## src/rtl/hyper_xfer_if.sv

```systemverilog
// Command/descriptor bundle between the transfer sequencer and its
// descriptor source and block mover (hyper_lsab_dram).
interface hyper_xfer_if;
    logic        start;
    logic [31:0] desc_addr;
    logic [15:0] desc_len;
    logic [1:0]  desc_section;
    logic        abort;
    logic        busy;
    logic        done;
    logic [1:0]  err_code;
    logic [15:0] remaining;
    logic [31:0] cur_addr;
    logic        go;
    logic [5:0]  block_length;
    logic [31:0] new_addr;
    logic [1:0]  new_section;
    logic [31:0] old_addr;
    logic        ready;
    logic        restart_op;
    logic [5:0]  count_sent;

    modport master (
        input  start, desc_addr, desc_len, desc_section, abort,
        input  old_addr, ready, restart_op, count_sent,
        output busy, done, err_code, remaining, cur_addr,
        output go, block_length, new_addr, new_section
    );

    modport slave (
        output start, desc_addr, desc_len, desc_section, abort,
        output old_addr, ready, restart_op, count_sent,
        input  busy, done, err_code, remaining, cur_addr,
        input  go, block_length, new_addr, new_section
    );
endinterface

```

## src/rtl/hyper_xfer_sequencer.sv

```systemverilog
// Splits one transfer descriptor into GO/READY block commands for hyper_lsab_dram.
// Optional ADDR_CHECK_EN: cross-check the mover's end address after each command.
module hyper_xfer_sequencer #(
    parameter int MAX_BLOCK = 63,
    parameter int MAX_STALL = 4,
    parameter int TIMEOUT   = 1023
) (
    input  logic          clk,
    input  logic          rst_n,
    hyper_xfer_if.master  bus
);
    localparam int STALL_W = $clog2(MAX_STALL + 1);
    localparam int TMO_W   = $clog2(TIMEOUT + 1);

    localparam logic [2:0] S_IDLE  = 3'd0;
    localparam logic [2:0] S_ISSUE = 3'd1;
    localparam logic [2:0] S_WAIT  = 3'd2;
    localparam logic [2:0] S_ACCT  = 3'd3;
    localparam logic [2:0] S_DONE  = 3'd4;

    logic [2:0]         state_r;
    logic               busy_r;
    logic               done_r;
    logic [1:0]         err_r;
    logic [15:0]        rem_r;
    logic [31:0]        cur_r;
    logic               go_r;
    logic [5:0]         blk_r;
    logic [1:0]         sec_r;
    logic               ready_q_r;
    logic [5:0]         count_r;
    logic [STALL_W-1:0] stall_r;
    logic [TMO_W-1:0]   tmo_r;

    logic [31:0]        cur_upd_s;
    logic [15:0]        rem_upd_s;
    logic [STALL_W-1:0] stall_upd_s;
    logic               tmo_hit_s;
    logic               acct_done_s;
    logic [1:0]         acct_err_s;

    function automatic logic [5:0] blk_len(input logic [15:0] rem);
        if (rem > 16'(MAX_BLOCK)) begin
            return 6'(MAX_BLOCK);
        end else begin
            return rem[5:0];
        end
    endfunction

    assign bus.busy         = busy_r;
    assign bus.done         = done_r;
    assign bus.err_code     = err_r;
    assign bus.remaining    = rem_r;
    assign bus.cur_addr     = cur_r;
    assign bus.go           = go_r;
    assign bus.block_length = blk_r;
    assign bus.new_addr     = cur_r;
    assign bus.new_section  = sec_r;

    assign cur_upd_s   = cur_r + {26'd0, count_r};
    assign rem_upd_s   = (rem_r > {10'd0, count_r}) ? (rem_r - {10'd0, count_r}) : 16'd0;
    assign stall_upd_s = (count_r == 6'd0) ? (stall_r + STALL_W'(1)) : STALL_W'(0);
    assign tmo_hit_s   = (tmo_r == TMO_W'(TIMEOUT - 1));

    // Accounting outcome: address error outranks stall, which outranks completion/abort.
    always_comb begin
        acct_done_s = 1'b0;
        acct_err_s  = 2'd0;
`ifdef ADDR_CHECK_EN
        if (bus.old_addr != cur_upd_s) begin
            acct_done_s = 1'b1;
            acct_err_s  = 2'd3;
        end else
`endif
        if (stall_upd_s == STALL_W'(MAX_STALL)) begin
            acct_done_s = 1'b1;
            acct_err_s  = 2'd1;
        end else if ((rem_upd_s == 16'd0) || bus.abort) begin
            acct_done_s = 1'b1;
            acct_err_s  = 2'd0;
        end else begin
            acct_done_s = 1'b0;
            acct_err_s  = 2'd0;
        end
    end

    // Sequencer FSM and all registered outputs.
    always_ff @(posedge clk or negedge rst_n) begin
        if (!rst_n) begin
            state_r   <= S_IDLE;
            busy_r    <= 1'b0;
            done_r    <= 1'b0;
            err_r     <= 2'd0;
            rem_r     <= 16'd0;
            cur_r     <= 32'd0;
            go_r      <= 1'b0;
            blk_r     <= 6'd0;
            sec_r     <= 2'd0;
            ready_q_r <= 1'b0;
            count_r   <= 6'd0;
            stall_r   <= '0;
            tmo_r     <= '0;
        end else begin
            ready_q_r <= bus.ready;
            case (state_r)
                S_IDLE: begin
                    done_r <= 1'b0;
                    tmo_r  <= '0;
                    if (bus.start) begin
                        err_r   <= 2'd0;
                        cur_r   <= bus.desc_addr;
                        rem_r   <= bus.desc_len;
                        sec_r   <= bus.desc_section;
                        stall_r <= '0;
                        if (bus.desc_len == 16'd0) begin
                            done_r  <= 1'b1;
                            state_r <= S_DONE;
                        end else begin
                            busy_r  <= 1'b1;
                            go_r    <= 1'b1;
                            blk_r   <= blk_len(bus.desc_len);
                            state_r <= S_ISSUE;
                        end
                    end
                end
                S_ISSUE: begin
                    if (tmo_hit_s) begin
                        err_r   <= 2'd2;
                        go_r    <= 1'b0;
                        busy_r  <= 1'b0;
                        done_r  <= 1'b1;
                        tmo_r   <= '0;
                        state_r <= S_DONE;
                    end else if (!bus.ready) begin
                        go_r    <= 1'b0;
                        tmo_r   <= '0;
                        state_r <= S_WAIT;
                    end else begin
                        tmo_r <= tmo_r + TMO_W'(1);
                    end
                end
                S_WAIT: begin
                    if (tmo_hit_s) begin
                        err_r   <= 2'd2;
                        busy_r  <= 1'b0;
                        done_r  <= 1'b1;
                        tmo_r   <= '0;
                        state_r <= S_DONE;
                    end else if (bus.ready && !ready_q_r) begin
                        count_r <= bus.count_sent;
                        tmo_r   <= '0;
                        state_r <= S_ACCT;
                    end else begin
                        tmo_r <= tmo_r + TMO_W'(1);
                    end
                end
                S_ACCT: begin
                    // A page-end restart needs nothing extra: the next block starts at cur_upd_s.
                    cur_r   <= cur_upd_s;
                    rem_r   <= rem_upd_s;
                    stall_r <= stall_upd_s;
                    if (acct_done_s) begin
                        err_r   <= acct_err_s;
                        busy_r  <= 1'b0;
                        done_r  <= 1'b1;
                        state_r <= S_DONE;
                    end else begin
                        go_r    <= 1'b1;
                        blk_r   <= blk_len(rem_upd_s);
                        state_r <= S_ISSUE;
                    end
                end
                S_DONE: begin
                    done_r  <= 1'b0;
                    state_r <= S_IDLE;
                end
                default: begin
                    go_r    <= 1'b0;
                    busy_r  <= 1'b0;
                    done_r  <= 1'b0;
                    state_r <= S_IDLE;
                end
            endcase
        end
    end
endmodule

```

## src/flat_wrapper.sv

```systemverilog
// flat-port wrapper written by rule: the top's interface ports become plain ports
module hyper_xfer_sequencer_flat 
#(
    parameter int MAX_BLOCK = 63,
    parameter int MAX_STALL = 4,
    parameter int TIMEOUT   = 1023
)
  (clk, rst_n, bus_start, bus_desc_addr, bus_desc_len, bus_desc_section, bus_abort, bus_old_addr, bus_ready, bus_restart_op, bus_count_sent, bus_busy, bus_done, bus_err_code, bus_remaining, bus_cur_addr, bus_go, bus_block_length, bus_new_addr, bus_new_section);
  hyper_xfer_if bus_i ();
  input  logic clk;
  input  logic rst_n;
  input wire logic [$bits(bus_i.start)-1:0] bus_start;
  input wire logic [$bits(bus_i.desc_addr)-1:0] bus_desc_addr;
  input wire logic [$bits(bus_i.desc_len)-1:0] bus_desc_len;
  input wire logic [$bits(bus_i.desc_section)-1:0] bus_desc_section;
  input wire logic [$bits(bus_i.abort)-1:0] bus_abort;
  input wire logic [$bits(bus_i.old_addr)-1:0] bus_old_addr;
  input wire logic [$bits(bus_i.ready)-1:0] bus_ready;
  input wire logic [$bits(bus_i.restart_op)-1:0] bus_restart_op;
  input wire logic [$bits(bus_i.count_sent)-1:0] bus_count_sent;
  output wire logic [$bits(bus_i.busy)-1:0] bus_busy;
  output wire logic [$bits(bus_i.done)-1:0] bus_done;
  output wire logic [$bits(bus_i.err_code)-1:0] bus_err_code;
  output wire logic [$bits(bus_i.remaining)-1:0] bus_remaining;
  output wire logic [$bits(bus_i.cur_addr)-1:0] bus_cur_addr;
  output wire logic [$bits(bus_i.go)-1:0] bus_go;
  output wire logic [$bits(bus_i.block_length)-1:0] bus_block_length;
  output wire logic [$bits(bus_i.new_addr)-1:0] bus_new_addr;
  output wire logic [$bits(bus_i.new_section)-1:0] bus_new_section;
  assign bus_i.start = bus_start;
  assign bus_i.desc_addr = bus_desc_addr;
  assign bus_i.desc_len = bus_desc_len;
  assign bus_i.desc_section = bus_desc_section;
  assign bus_i.abort = bus_abort;
  assign bus_i.old_addr = bus_old_addr;
  assign bus_i.ready = bus_ready;
  assign bus_i.restart_op = bus_restart_op;
  assign bus_i.count_sent = bus_count_sent;
  assign bus_busy = bus_i.busy;
  assign bus_done = bus_i.done;
  assign bus_err_code = bus_i.err_code;
  assign bus_remaining = bus_i.remaining;
  assign bus_cur_addr = bus_i.cur_addr;
  assign bus_go = bus_i.go;
  assign bus_block_length = bus_i.block_length;
  assign bus_new_addr = bus_i.new_addr;
  assign bus_new_section = bus_i.new_section;
  hyper_xfer_sequencer #(.MAX_BLOCK(MAX_BLOCK), .MAX_STALL(MAX_STALL), .TIMEOUT(TIMEOUT)) u_core (.clk(clk), .rst_n(rst_n), .bus(bus_i));
endmodule
```

## config.mk

```make
export PLATFORM = sky130hd
export DESIGN_NAME = hyper_xfer_sequencer_flat
export DESIGN_NICKNAME = d
export VERILOG_FILES = /design/src/rtl/hyper_xfer_if.sv /design/src/rtl/hyper_xfer_sequencer.sv /design/src/flat_wrapper.sv
export SDC_FILE = /design/constraint.sdc
export NUM_CORES = 1
export LEC_CHECK = 0
export BUFFER_PORTS_ARGS = -buffer_cell sky130_fd_sc_hd__buf_2
export CAP_MARGIN = 5
export CORE_MARGIN = 1
export CORE_UTILIZATION = 51
export DETAILED_ROUTE_END_ITERATION = 10
export PLACE_DENSITY_LB_ADDON = 0.25
export SLEW_MARGIN = 20
export SYNTH_ARGS = -nofsm -noshare
export SYNTH_HDL_FRONTEND = slang
export SYNTH_SLANG_ARGS = --single-unit
```

## constraint.sdc

```tcl
create_clock -name clk -period 4.58 [get_ports clk]
set_clock_uncertainty 0.2 [all_clocks]
set_input_delay 0.687 -clock clk [delete_from_list [all_inputs] [get_ports clk]]
set_output_delay 0.687 -clock clk [all_outputs]
set_load 0.03 [all_outputs]
```

* After elaboration in Yosys (flattened, before gate mapping) *
Cells that the tools add are included.

word-level totals
  bits of input ports = 94
  memories = 0
  latch bits = 0
  output and inout bits = 93
  flip-flop bits (word level) = 84
  memory bits (read-only) = 0
  logic and storage cells = 105
  bits in writable memories = 0

cells by class
  reduce and logical (&&, ||, !) cells = 21
  order comparisons = 3
  equal/unequal tests = 13
  $mul = 0
  muxes and demuxes = 48
  div/mod/pow operators = 0
  bitwise logic cells = 3
  add/sub/neg operators = 4
  shifts and indexed selects = 0

operators by type and width
  cell                                                 number
  one-hot mux 32 bit (2 select lines)                  1
  2-to-1 mux 10 bit                                    4
  adder 32 x 6 -> 32 bit                               1
  > comparator 16 x 6 -> 1 bit, second input constant  2
  logical NOT 16 bit                                   2
  2-to-1 mux 16 bit                                    2
  2-to-1 mux 32 bit                                    1
  one-hot mux 16 bit (2 select lines)                  1
  2-to-1 mux 6 bit                                     5
  one-hot mux 10 bit (3 select lines)                  1
  2-to-1 mux 3 bit                                     9
  > comparator 16 x 6 -> 1 bit                         1
  subtractor 16 x 6 -> 16 bit                          1
  2-to-1 mux 1 bit                                     14
  one-hot mux 3 bit (4 select lines)                   1
  one-hot mux 6 bit (2 select lines)                   1
  adder 10 x 1 -> 10 bit, second input constant        1
  == test 10 bit, second input constant                1
  AND reduction 5 bit                                  2
  one-hot mux 1 bit (4 select lines)                   2
  AND reduction 4 bit                                  2
  == test 3 x 2 -> 1 bit, second input constant        2
  == test 3 bit, second input constant                 2
  logical NOT 6 bit                                    1
  20 further kinds                                     32

* Depth between registers and ports, before layout *
Gate-level depths: netlist (run 1).

  word-level depth = 8
  depth in mapped cells = 11
  gate-level depth less buffers = 11

* Least setup slack after synthesis (run 1) *
No wires, ideal clock.

  kind = reg-to-reg
  start = register u_core.rem_r[4] (netlist: u_core.bus.remaining[4])
  end = register u_core.blk_r[0] (netlist: u_core.bus.block_length[0])
  stages on the path, launching flop included = 10
  data required time = 4255 ps
  buffers on the path = 1
  setup time = 125 ps
  arrival time = 3148 ps
  clock period less this slack = 3473 ps
  slack = 1107 ps
  cell sequence = dfrtp_1 -> ha_1 -> clkbuf_1 -> nor2b_1 -> a221o_1 -> a211oi_1 -> or3b_2 -> o311a_4 -> o21ai_4 -> mux2_2

on the way
  word-level cells in the longest chain between the ends = 8
  elaborated cells between the ends (all ways) = 13
  classes of those cells = add/sub: 1; order compare: 2; eq/ne: 1; mux: 6; reduce/logical: 3

RTL lines
  what                                                                                  line                         RTL
  start: declaration                                                                    hyper_xfer_sequencer.sv:25   logic [15:0] rem_r;
  start signal: assignment                                                              hyper_xfer_sequencer.sv:112  rem_r <= bus.desc_len;
  start signal: assignment                                                              hyper_xfer_sequencer.sv:160  rem_r <= rem_upd_s;
  subtractor 16 x 6 -> 16 bit or > comparator 16 x 6 -> 1 bit (tied branches)           hyper_xfer_sequencer.sv:61   assign rem_upd_s = (rem_r > {10'd0, count_r}) ? (rem_r - {10'd0, count_r}) : 16'd0;
  2-to-1 mux 16 bit (*)                                                                 hyper_xfer_sequencer.sv:61
  parallel branches: the longest is 6 deep, another holds > comparator 16 x 6 -> 1 bit  n/a
  end signal: assignment                                                                hyper_xfer_sequencer.sv:121  blk_r <= blk_len(bus.desc_len);
  end signal: assignment                                                                hyper_xfer_sequencer.sv:169  blk_r <= blk_len(rem_upd_s);
  end: declaration                                                                      hyper_xfer_sequencer.sv:28   logic [5:0] blk_r;

Mark *: on every way between the ends. The select of a mux whose other input is x is not followed.
A chain may end at the register's enable or synchronous reset.

* Worst setup path in the final report (run 1) *
  start = register u_core.count_r[4]
  end = register u_core.blk_r[3] (netlist: u_core.bus.block_length[3])

on the way
  word-level cells in the longest chain between the ends = 8
  elaborated cells between the ends (all ways) = 16
  classes of those cells = add/sub: 1; order compare: 2; eq/ne: 2; mux: 7; reduce/logical: 4

RTL lines
  what                                                                                 line                         RTL
  start: declaration                                                                   hyper_xfer_sequencer.sv:31   logic [5:0] count_r;
  start signal: assignment                                                             hyper_xfer_sequencer.sv:150  count_r <= bus.count_sent;
  parallel branches: the longest is 8 deep, another holds subtractor 16 x 6 -> 16 bit  n/a

Several ways; the timed one is not identified. The select of a mux whose other input is x is not followed.

==> flow_summary.yaml, run 1 <==
sta:
  fin_ws_ps: 926
  maxSlewViolCount: 0
  worst_slew_margin_rel_pct: 29.5
  rsz0062_at_grt: "no"
  fin_crit_ps: 3650
  period_share_pct: 79.8
  worst_hold_slack_ps: 157
  worstMarginPinSlew_ps: 1050
  setup_viol: 0
  fmax_mhz: 274
  hold_viol: 0
  fin_tns_setup_ps: 0
critical_path:
  path_class: "reg -> reg"
  worst_ep_arrival_time_ps: 3710
  start_kind: "flop"
  cp.required_ps: 4630
  cp-end-kind: "flop"
  critPathMaxStageDelay_ps: 520
  worstPathCellList: "inv_1 > ha_1 > nor2b_1 > a221o_1 > a211oi_1 > or3b_2 > o311a_4 > o21ai_4 > mux2_2"
  cp_max_fo: 8
  slowest_stage: "or3b_2"
synthesis:
  synth_nets: 757
  ys_ff_latch: 84
  synth.distinct_cells: 66
  synth_flop_cell: "dfrtp_1"
  yosysSeqAreaShare_pct: 38.6
  synth_enable_flop_cells: 0
  syn_inst: 646
  syn_area_per_cell_um2: 8.42
  ys_async_sr_fraction_pct: 100
  yosysWarnings: 0
  syn-cell-area_mm2: 0.00544
clock_network:
  cts_setup_buffers: 0
  cts_sinks: 84
  cts_resized: 0
  cts_tree: "done"
  cts_made_buffers: 9
  clk_pin_slew_ps: 90
  clock_latency_ps: 370
  cts_root_buf: "clkbuf_8"
  h-tree-depth: 3
  clockBufferDepth: 2
  postCtsHoldBufs: 0
job:
  cap_violations: 0
worst_hold_path:
  holdCritPathClass: "in -> async"
floorplan:
  die_area_mm2: 0.0111
  die_y_um: 105
  start_util_pct: 52.7
  core-area_mm2: 0.0103
  rows: 37
  pin_count: 187
  die_x_um: 105
status:
  status: "finished, final reports clean"
power:
  leakage_nw: 2.78
  finalPower_mw: 4.96
  internal-power_mw: 2.23
  seqPwrFrac_pct: 28.4
  p_sw_mw: 2.74
  ir_drop_uv: 430
  p_per_area_mw_per_mm2: 793
  swShare_pct: 55.1
  p_comb_share_pct: 61.9
  p_clk_share_pct: 9.7
route:
  drt_iter0_markers: 420
  vias: 5453
  wirelength_mm: 15.1
  remaining_drc_errors: 0
  dr.pass1.iters: 5
  wire_per_inst_um: 16.8
  drtAntennaViolNets: 0
  avgViaCountPerCell: 6.08
cells_and_area:
  final.fill_count: 932
  antennaDiodeCount: 0
  finalNetCount: 867
  drive_gt1_share_pct: 26.0
  postLayoutCoreUtil_pct: 60.6
  syn_to_final_growth_pct: 14.9
grt:
  antenna_found_initial: 1
  gr-usage-all-layers_pct: 28.0
  grt_max_degree: 85
  grt_pass1_vias: 5136
  overflow: 0
  grt_pass1_wl_mm: 24.8
placement:
  gp_congestion: 0.889
  post-place-ws_ps: 952
  dp_hpwl_mm: 10.7
  io_buffers: 153
## layout make-up
type,instances,area (um^2),area share [%]
flip-flops and latches,84,2100,33.6
multi-input cells,476,2900,46.3
clock buffers,10,128,2.04
well taps,136,170,2.72
inverters,26,97.6,1.56
clock inverters,6,41.3,0.660
repair buffers,159,817,13.1
## cell usage in the layout, fill, tap and decap left out, types with 7 or more instances in the layout
master      n
buf_2     152
a21oi_1    49
nand3_1    24
a311oi_1   11
inv_1      26
nor2_1     76
clkbuf_8    9
nand2b_1   14
ha_1       15
o21ai_0    55
o22ai_1     7
mux2_2      7
nor4_1      9
and3_1     10
a221o_1     7
nand4_1    10
nor3_1     16
nand2_1    61
a211oi_1   12
dfrtp_1    84
## worst paths after layout
check / cells past startpoint / end / startpoint / slack (ps)
setup / recovery: 9 / u_core.bus.block_length[3] / u_core.count_r[4] / 930
hold / removal: 1 / u_core.tmo_r[2] / rst_n / 160
setup reg to reg: 9 / u_core.bus.block_length[3] / u_core.count_r[4] / 930
hold reg to reg: 1 / u_core.tmo_r[6] / u_core.tmo_r[6] / 290
max in group asynchronous: 1 / u_core.bus.block_length[5] / rst_n / 3440
min in group clk: 1 / u_core.tmo_r[6] / u_core.tmo_r[6] / 290
## worst max-delay path: cells and delay by family (launching register included)
kind | cells | cell delay [ps]
adder cells (fa/ha/maj) | 1 | 400
buffers and inverters | 1 | 110
multiplexers | 1 | 380
AND/OR/NAND/NOR | 2 | 710
flip-flops | 1 | 410
AO/OA/AOI/OAI | 4 | 1350
## power by group through the flow
stage          Combinational (mW)  Sequential [mW]  Clock, mW
2_1_floorplan                2.03             1.74          0
3_3_place_gp                 2.98             1.39          0
3_5_place_dp                 3.04             1.41          0
4_1_cts                      3.06             1.40      0.494
5_1_grt                      3.36             1.45      0.525
6_report                     3.07             1.41      0.480
## state kept, by name, summed over array words and instances, names as in the netlist, 3 cells and up
signal,cells
u_core.bus.block_length,6
u_core.bus.cur_addr,32
u_core.bus.remaining,16
u_core.count_r,6
u_core.stall_r,3
u_core.state_r,3
u_core.tmo_r,10
## routing by layer
| layer | up-vias | track usage [%] | share of wire, % |
|---|---|---|---|
| met3 | 57 | 3.83 | 5.7 |
| li1 | 2555 | - | - |
| met4 | 2 | 16.0 | 3.9 |
| met5 | - | 0 | 0.073 |
| met1 | 2602 | 36.2 | 43 |
| met2 | 237 | 45.0 | 47 |
## cells in the mapped netlist, drive strengths merged (11+ instances only)
library cell,n,area [um^2]
nor2,78,293
nand2,61,229
a311oi,11,96.3
clkbuf,24,90.1
ha,15,188
a211oi,12,90.1
nor3,16,80.1
nand3,24,120
a21oi,49,245
nand2b,14,87.6
o21ai,56,292
buf,36,258
dfrtp,84,2100
inv,26,97.6
## stage by stage
step | std cells | instance area, um^2
final | 897 | 6250
after CTS | 897 | 6250
after detailed placement | 881 | 6080
after floorplan | 646 | 5440
after global routing | 897 | 6250
after global placement | 881 | 6080
## logic make-up after synthesis
kind of cell / synth area share (%)
AO/OA/AOI/OAI: 22.7
XOR/XNOR: 1.61
adder cells (fa/ha/maj): 4.18
buffers and inverters: 8.19
flip-flops: 38.6
multiplexers: 1.82
AND/OR/NAND/NOR: 22.8
No activity file was read; power rests on OpenSTA's default activity.
==> run 2: changes to the inputs <==
- CORE_UTILIZATION: 51 -> 46
- clock period: 4.58 -> 3.2 ns (I/O delays scaled with it)
==> run 2 against run 1 <==
  * The run now ends with negative hold slack, negative setup slack left
  * Global-route usage fell by 0.89 points
  * Combinational power is 74% higher
  * Register-to-register slack worse by 980 ps
  * Sequential power up 40%
  * Sequential share of layout area is 3.4 points lower
  * Critical endpoint is now u_core.bus.block_length[2]
  * Largest cell class unchanged
  * Largest power group unchanged
==> flow_summary.yaml, run 2 (same netlist as run 1, synthesis figures left out) <==
critical_path:
  cpMostUsedCell: "a21o_1"
  start_kind: "flop"
  slowest_stage: "dfrtp_1"
  cp.required_ps: 3240
  worstPathCellList: "ha_4 > fa_2 > nand2b_4 > a21o_1 > a21o_1 > a2111oi_2 > nand4_1 > o311a_4 > o21ai_4 > mux2_4"
  cp_top_family: "compound AO/OA/AOI/OAI gates"
  critPathMaxStageDelay_ps: 400
  worst_ep_arrival_time_ps: 3290
  cp-end-kind: "flop"
  path_class: "reg -> reg"
  cp_max_fo: 6
  path_buf_inv: 0
placement:
  io_buffers: 153
  gp_congestion: 0.908
  post-place-ws_ps: -121
  dp_hpwl_mm: 11.6
grt:
  grt_max_degree: 85
  grt_pass1_wl_mm: 26.7
  overflow: 0
  grt_pass1_vias: 5372
  gr-usage-all-layers_pct: 27.1
  antenna_found_initial: 0
sta:
  setup_viol: 7
  rsz0062_at_grt: "yes"
  worst_hold_slack_ps: -6.19
  fin_crit_ps: 3260
  maxSlewViolCount: 0
  fin_ws_ps: -55.5
  fmax_mhz: 307
  worstMarginPinSlew_ps: 794
  period_share_pct: 102
  worst_slew_margin_rel_pct: 47.1
  hold_viol: 7
floorplan:
  die_x_um: 111
  pin_count: 187
  die_y_um: 111
  rows: 39
  core-area_mm2: 0.0115
  start_util_pct: 47.5
  die_area_mm2: 0.0123
route:
  avgViaCountPerCell: 5.81
  wirelength_mm: 16.3
  remaining_drc_errors: 0
  wire_per_inst_um: 17.0
  drt_iter0_markers: 394
  dr.pass1.iters: 7
  vias: 5584
  drtAntennaViolNets: 0
clock_network:
  cts_sinks: 84
  clk_pin_slew_ps: 60
  cts_tree: "done"
  clock_latency_ps: 350
  clockBufferDepth: 2
  h-tree-depth: 3
  cts_root_buf: "clkbuf_16"
  postCtsHoldBufs: 0
  cts_made_buffers: 9
cells_and_area:
  drive_gt1_share_pct: 33.5
  largest_reg_flops: 32
  layout.cells.most_common_list: "buf_2, dfrtp_1, nor2_1"
  antennaDiodeCount: 0
  finalNetCount: 924
  mostFrequentLayoutCell: "buf_2"
  syn_to_final_growth_pct: 28.4
power:
  p_per_area_mw_per_mm2: 1220
  finalPower_mw: 8.50
  ir_drop_uv: 628
  leakage_nw: 3.18
status:
  violations: "negative hold slack, negative setup slack"
  status: "finished, violations left"
worst_hold_path:
  holdCritPathClass: "in -> async"
job:
  cap_violations: 0
run 2: cell count changes in the layout (fill, tap and decap cells not counted), moves of 3 or more:
cell,before,now
buf_4,6,62
clkbuf_16,0,9
clkbuf_8,9,3
dfrtp_1,84,78
dfrtp_2,0,6
mux2_2,7,1
mux2_4,0,6
ha_1,15,11
o21ai_0,55,51
o21ai_1,0,4
ha_4,0,3
run 2: final cells by class:
cell class,instances,area [um^2]
tap,143,179
clock inverter,3,67.6
timing repair buffer,216,1260
inverter,26,97.6
clock buffer,13,270
multi-input combinational,476,3010
sequential,84,2110
fill,1024,4480
run 2: what timing repair did:
item                       in CTS  in global routing
buffers inserted                3                  1
setup endpoints to repair       9                 17
gates resized for setup         7                  9
pin swaps                       4                  1
run 2: worst paths after layout:
path | to | slack (ps) | from | depth (start not counted)
max | u_core.bus.block_length[2] | -60 | u_core.count_r[0] | 10
max reg2reg | u_core.bus.block_length[2] | -60 | u_core.count_r[0] | 10
min | u_core.bus.remaining[14] | -6 | rst_n | 1
max in group asynchronous | u_core.bus.remaining[8] | 2220 | rst_n | 1
min in group clk | u_core.ready_q_r | 100 | bus_ready | 1
min reg2reg | u_core.bus.new_section[1] | 280 | u_core.bus.new_section[1] | 2
run 2: report_power, final:
| part | internal [mW] | switching (mW) | leakage, nW |
|---|---|---|---|
| Clock | 0.748 | 0.443 | 0.162 |
| Combinational | 2.11 | 3.22 | 2.03 |
| Sequential | 1.46 | 0.511 | 0.991 |
| Total | 4.32 | 4.18 | 3.18 |
run 2: per-stage QoR:
step / setup TNS [ps] / area (um^2) / hold slack, ps / std cells / utilization (%)
after global placement: -431 / 6560 / 254 / 941 / 57.2
after detailed placement: -864 / 6560 / 262 / 941 / 57.2
after floorplan: -846 / 5500 / -15.6 / 646 / -
after CTS: -152 / 6940 / 97.0 / 960 / 60.5
final: -311 / 6990 / -6.19 / 961 / 60.9
after global routing: -1300 / 6990 / 67.5 / 961 / 60.9
run 2: metal layers:
metal	global-route usage (%)	share of wire, %
met2	42.9	47
met3	5.69	6.5
met4	11.2	2.1
met5	0	0
met1	36.0	44
==> run 3: changes to the inputs <==
- CTS_CLUSTER_SIZE: unset -> 25
- PLACE_DENSITY: unset -> 0.77
- PLACE_DENSITY_LB_ADDON: 0.25 -> unset
==> run 3 against run 2 <==
  * The flow now finishes without violations
  * Core utilization barely moved
  * Largest power group unchanged
  * Combinational power is essentially flat
  * Clock-buffer cell count is 2 lower
  * Hold slack better by 14 ps
  * Critical path type unchanged
  * Register-to-register slack gained 60 ps
  * Global-route usage rose by 1.0 points
  * Routed wire length grew 2.8%
==> flow_summary.yaml, run 3 (same netlist as run 1, synthesis figures left out) <==
status:
  status: "finished, final reports clean"
cells_and_area:
  multi_input_area_mm2: 0.00301
  largest_reg_flops: 32
  mostFrequentLayoutCell: "buf_2"
  final_cells: 961
  final.fill_count: 978
  antennaDiodeCount: 0
  finalNetCount: 924
  seq_area_mm2: 0.00211
  syn_to_final_growth_pct: 28.5
  drive_gt1_share_pct: 33.4
  layout.cells.most_common_list: "buf_2, dfrtp_1, nor2_1"
  postLayoutCellArea_mm2: 0.00699
sta:
  worst_slew_margin_rel_pct: 47.8
  setup_viol: 0
  worstMarginPinSlew_ps: 783
  fin_tns_setup_ps: 0
  hold_viol: 0
  fmax_mhz: 313
  period_share_pct: 99.8
  rsz0062_at_grt: "yes"
  worst_hold_slack_ps: 7.56
  maxSlewViolCount: 0
  fin_crit_ps: 3190
clock_network:
  clock_latency_ps: 350
  cts_made_buffers: 9
  clk_pin_slew_ps: 60
  clockBufferDepth: 2
  cts_root_buf: "clkbuf_16"
  cts_tree: "done"
  postCtsHoldBufs: 0
  cts_sinks: 84
  h-tree-depth: 3
grt:
  antenna_found_initial: 0
  grt_max_degree: 59
  gr-usage-all-layers_pct: 28.1
  grt_pass1_vias: 5546
  overflow: 0
  grt_pass1_wl_mm: 27.5
placement:
  dpl_cell_area_mm2: 0.00656
  io_buffers: 153
  gp_congestion: 0.928
  placedCellCount: 940
  dp_hpwl_mm: 12.2
critical_path:
  worst_ep_arrival_time_ps: 3220
  cp_max_fo: 7
  path_class: "reg -> reg"
  r2r_cells: 10
  cp-end-kind: "flop"
  start_kind: "flop"
  cp.required_ps: 3230
power:
  ir_drop_uv: 705
  leakage_nw: 3.19
  p_per_area_mw_per_mm2: 1220
  finalPower_mw: 8.51
worst_hold_path:
  holdCritPathClass: "in -> async"
floorplan:
  die_x_um: 111
  die_y_um: 111
  start_util_pct: 47.5
  rows: 39
  die_area_mm2: 0.0123
  pin_count: 187
  core-area_mm2: 0.0115
route:
  drt_iter0_markers: 514
  wirelength_mm: 16.8
  wire_per_inst_um: 17.5
  drtAntennaViolNets: 0
  avgViaCountPerCell: 5.94
  dr.pass1.iters: 6
  vias: 5707
  remaining_drc_errors: 0
job:
  cap_violations: 0
run 3: path summary, 6_finish.rpt:
kind | from | endpoint | slack (ps)
worst max-delay path | u_core.count_r[4] | u_core.bus.block_length[1] | 7
worst min-delay path | rst_n | u_core.bus.cur_addr[7] | 8
worst max register to register | u_core.count_r[4] | u_core.bus.block_length[1] | 7
worst min register to register | u_core.bus.new_section[0] | u_core.bus.new_section[0] | 270
max in group asynchronous | rst_n | u_core.bus.cur_addr[28] | 2080
min in group clk | bus_ready | u_core.ready_q_r | 110
run 3: critical path, cell delays in order (launching register included):
cell	delay [ps]
dfrtp_1	390
inv_2	80
ha_2	310
nor2b_1	160
a221o_1	310
a211oi_2	200
or3b_4	440
o311a_4	390
o21ai_4	150
buf_12	140
mux2_4	290
run 3: routing by layer:
metal / vias up / share of wire [%] / global-route usage [%] / routed length [um]
li1: 2656 / - / - / -
met2: 258 / 49 / 48.0 / 8170
met3: 44 / 5.9 / 3.66 / 994
met5: - / 0 / 0 / 0
met4: 0 / 3.5 / 14.9 / 586
met1: 2749 / 42 / 34.5 / 7040
run 3: power by group:
| group | internal, mW | total, mW | switching (mW) | leakage (nW) |
|---|---|---|---|---|
| Clock | 0.760 | 1.18 | 0.423 | 0.163 |
| Combinational | 2.08 | 5.34 | 3.26 | 2.03 |
| Sequential | 1.46 | 1.98 | 0.521 | 0.991 |
run 3: layout make-up:
class,count,share of cell area (%)
clock inverters,5,1.43
multi-input cells,476,43.0
repair buffers,216,18.1
inverters,26,1.40
well taps,143,2.56
flip-flops and latches,84,30.2
clock buffers,11,3.33
run 3: per-stage QoR:
stage / util (%) / setup slack (ps)
6_report: 61.0 / 7.37
5_1_grt: 61.0 / -93.9
4_1_cts: 60.4 / 4.29
3_5_place_dp: 57.2 / -126
3_3_place_gp: 57.2 / -69.7
2_1_floorplan: - / -141
run 3: repair_timing:
action,in CTS,in global routing
pin swaps,4,3
setup endpoints to repair,10,19
cloned,0,0
setup buffers,1,4
gates resized for setup,7,9
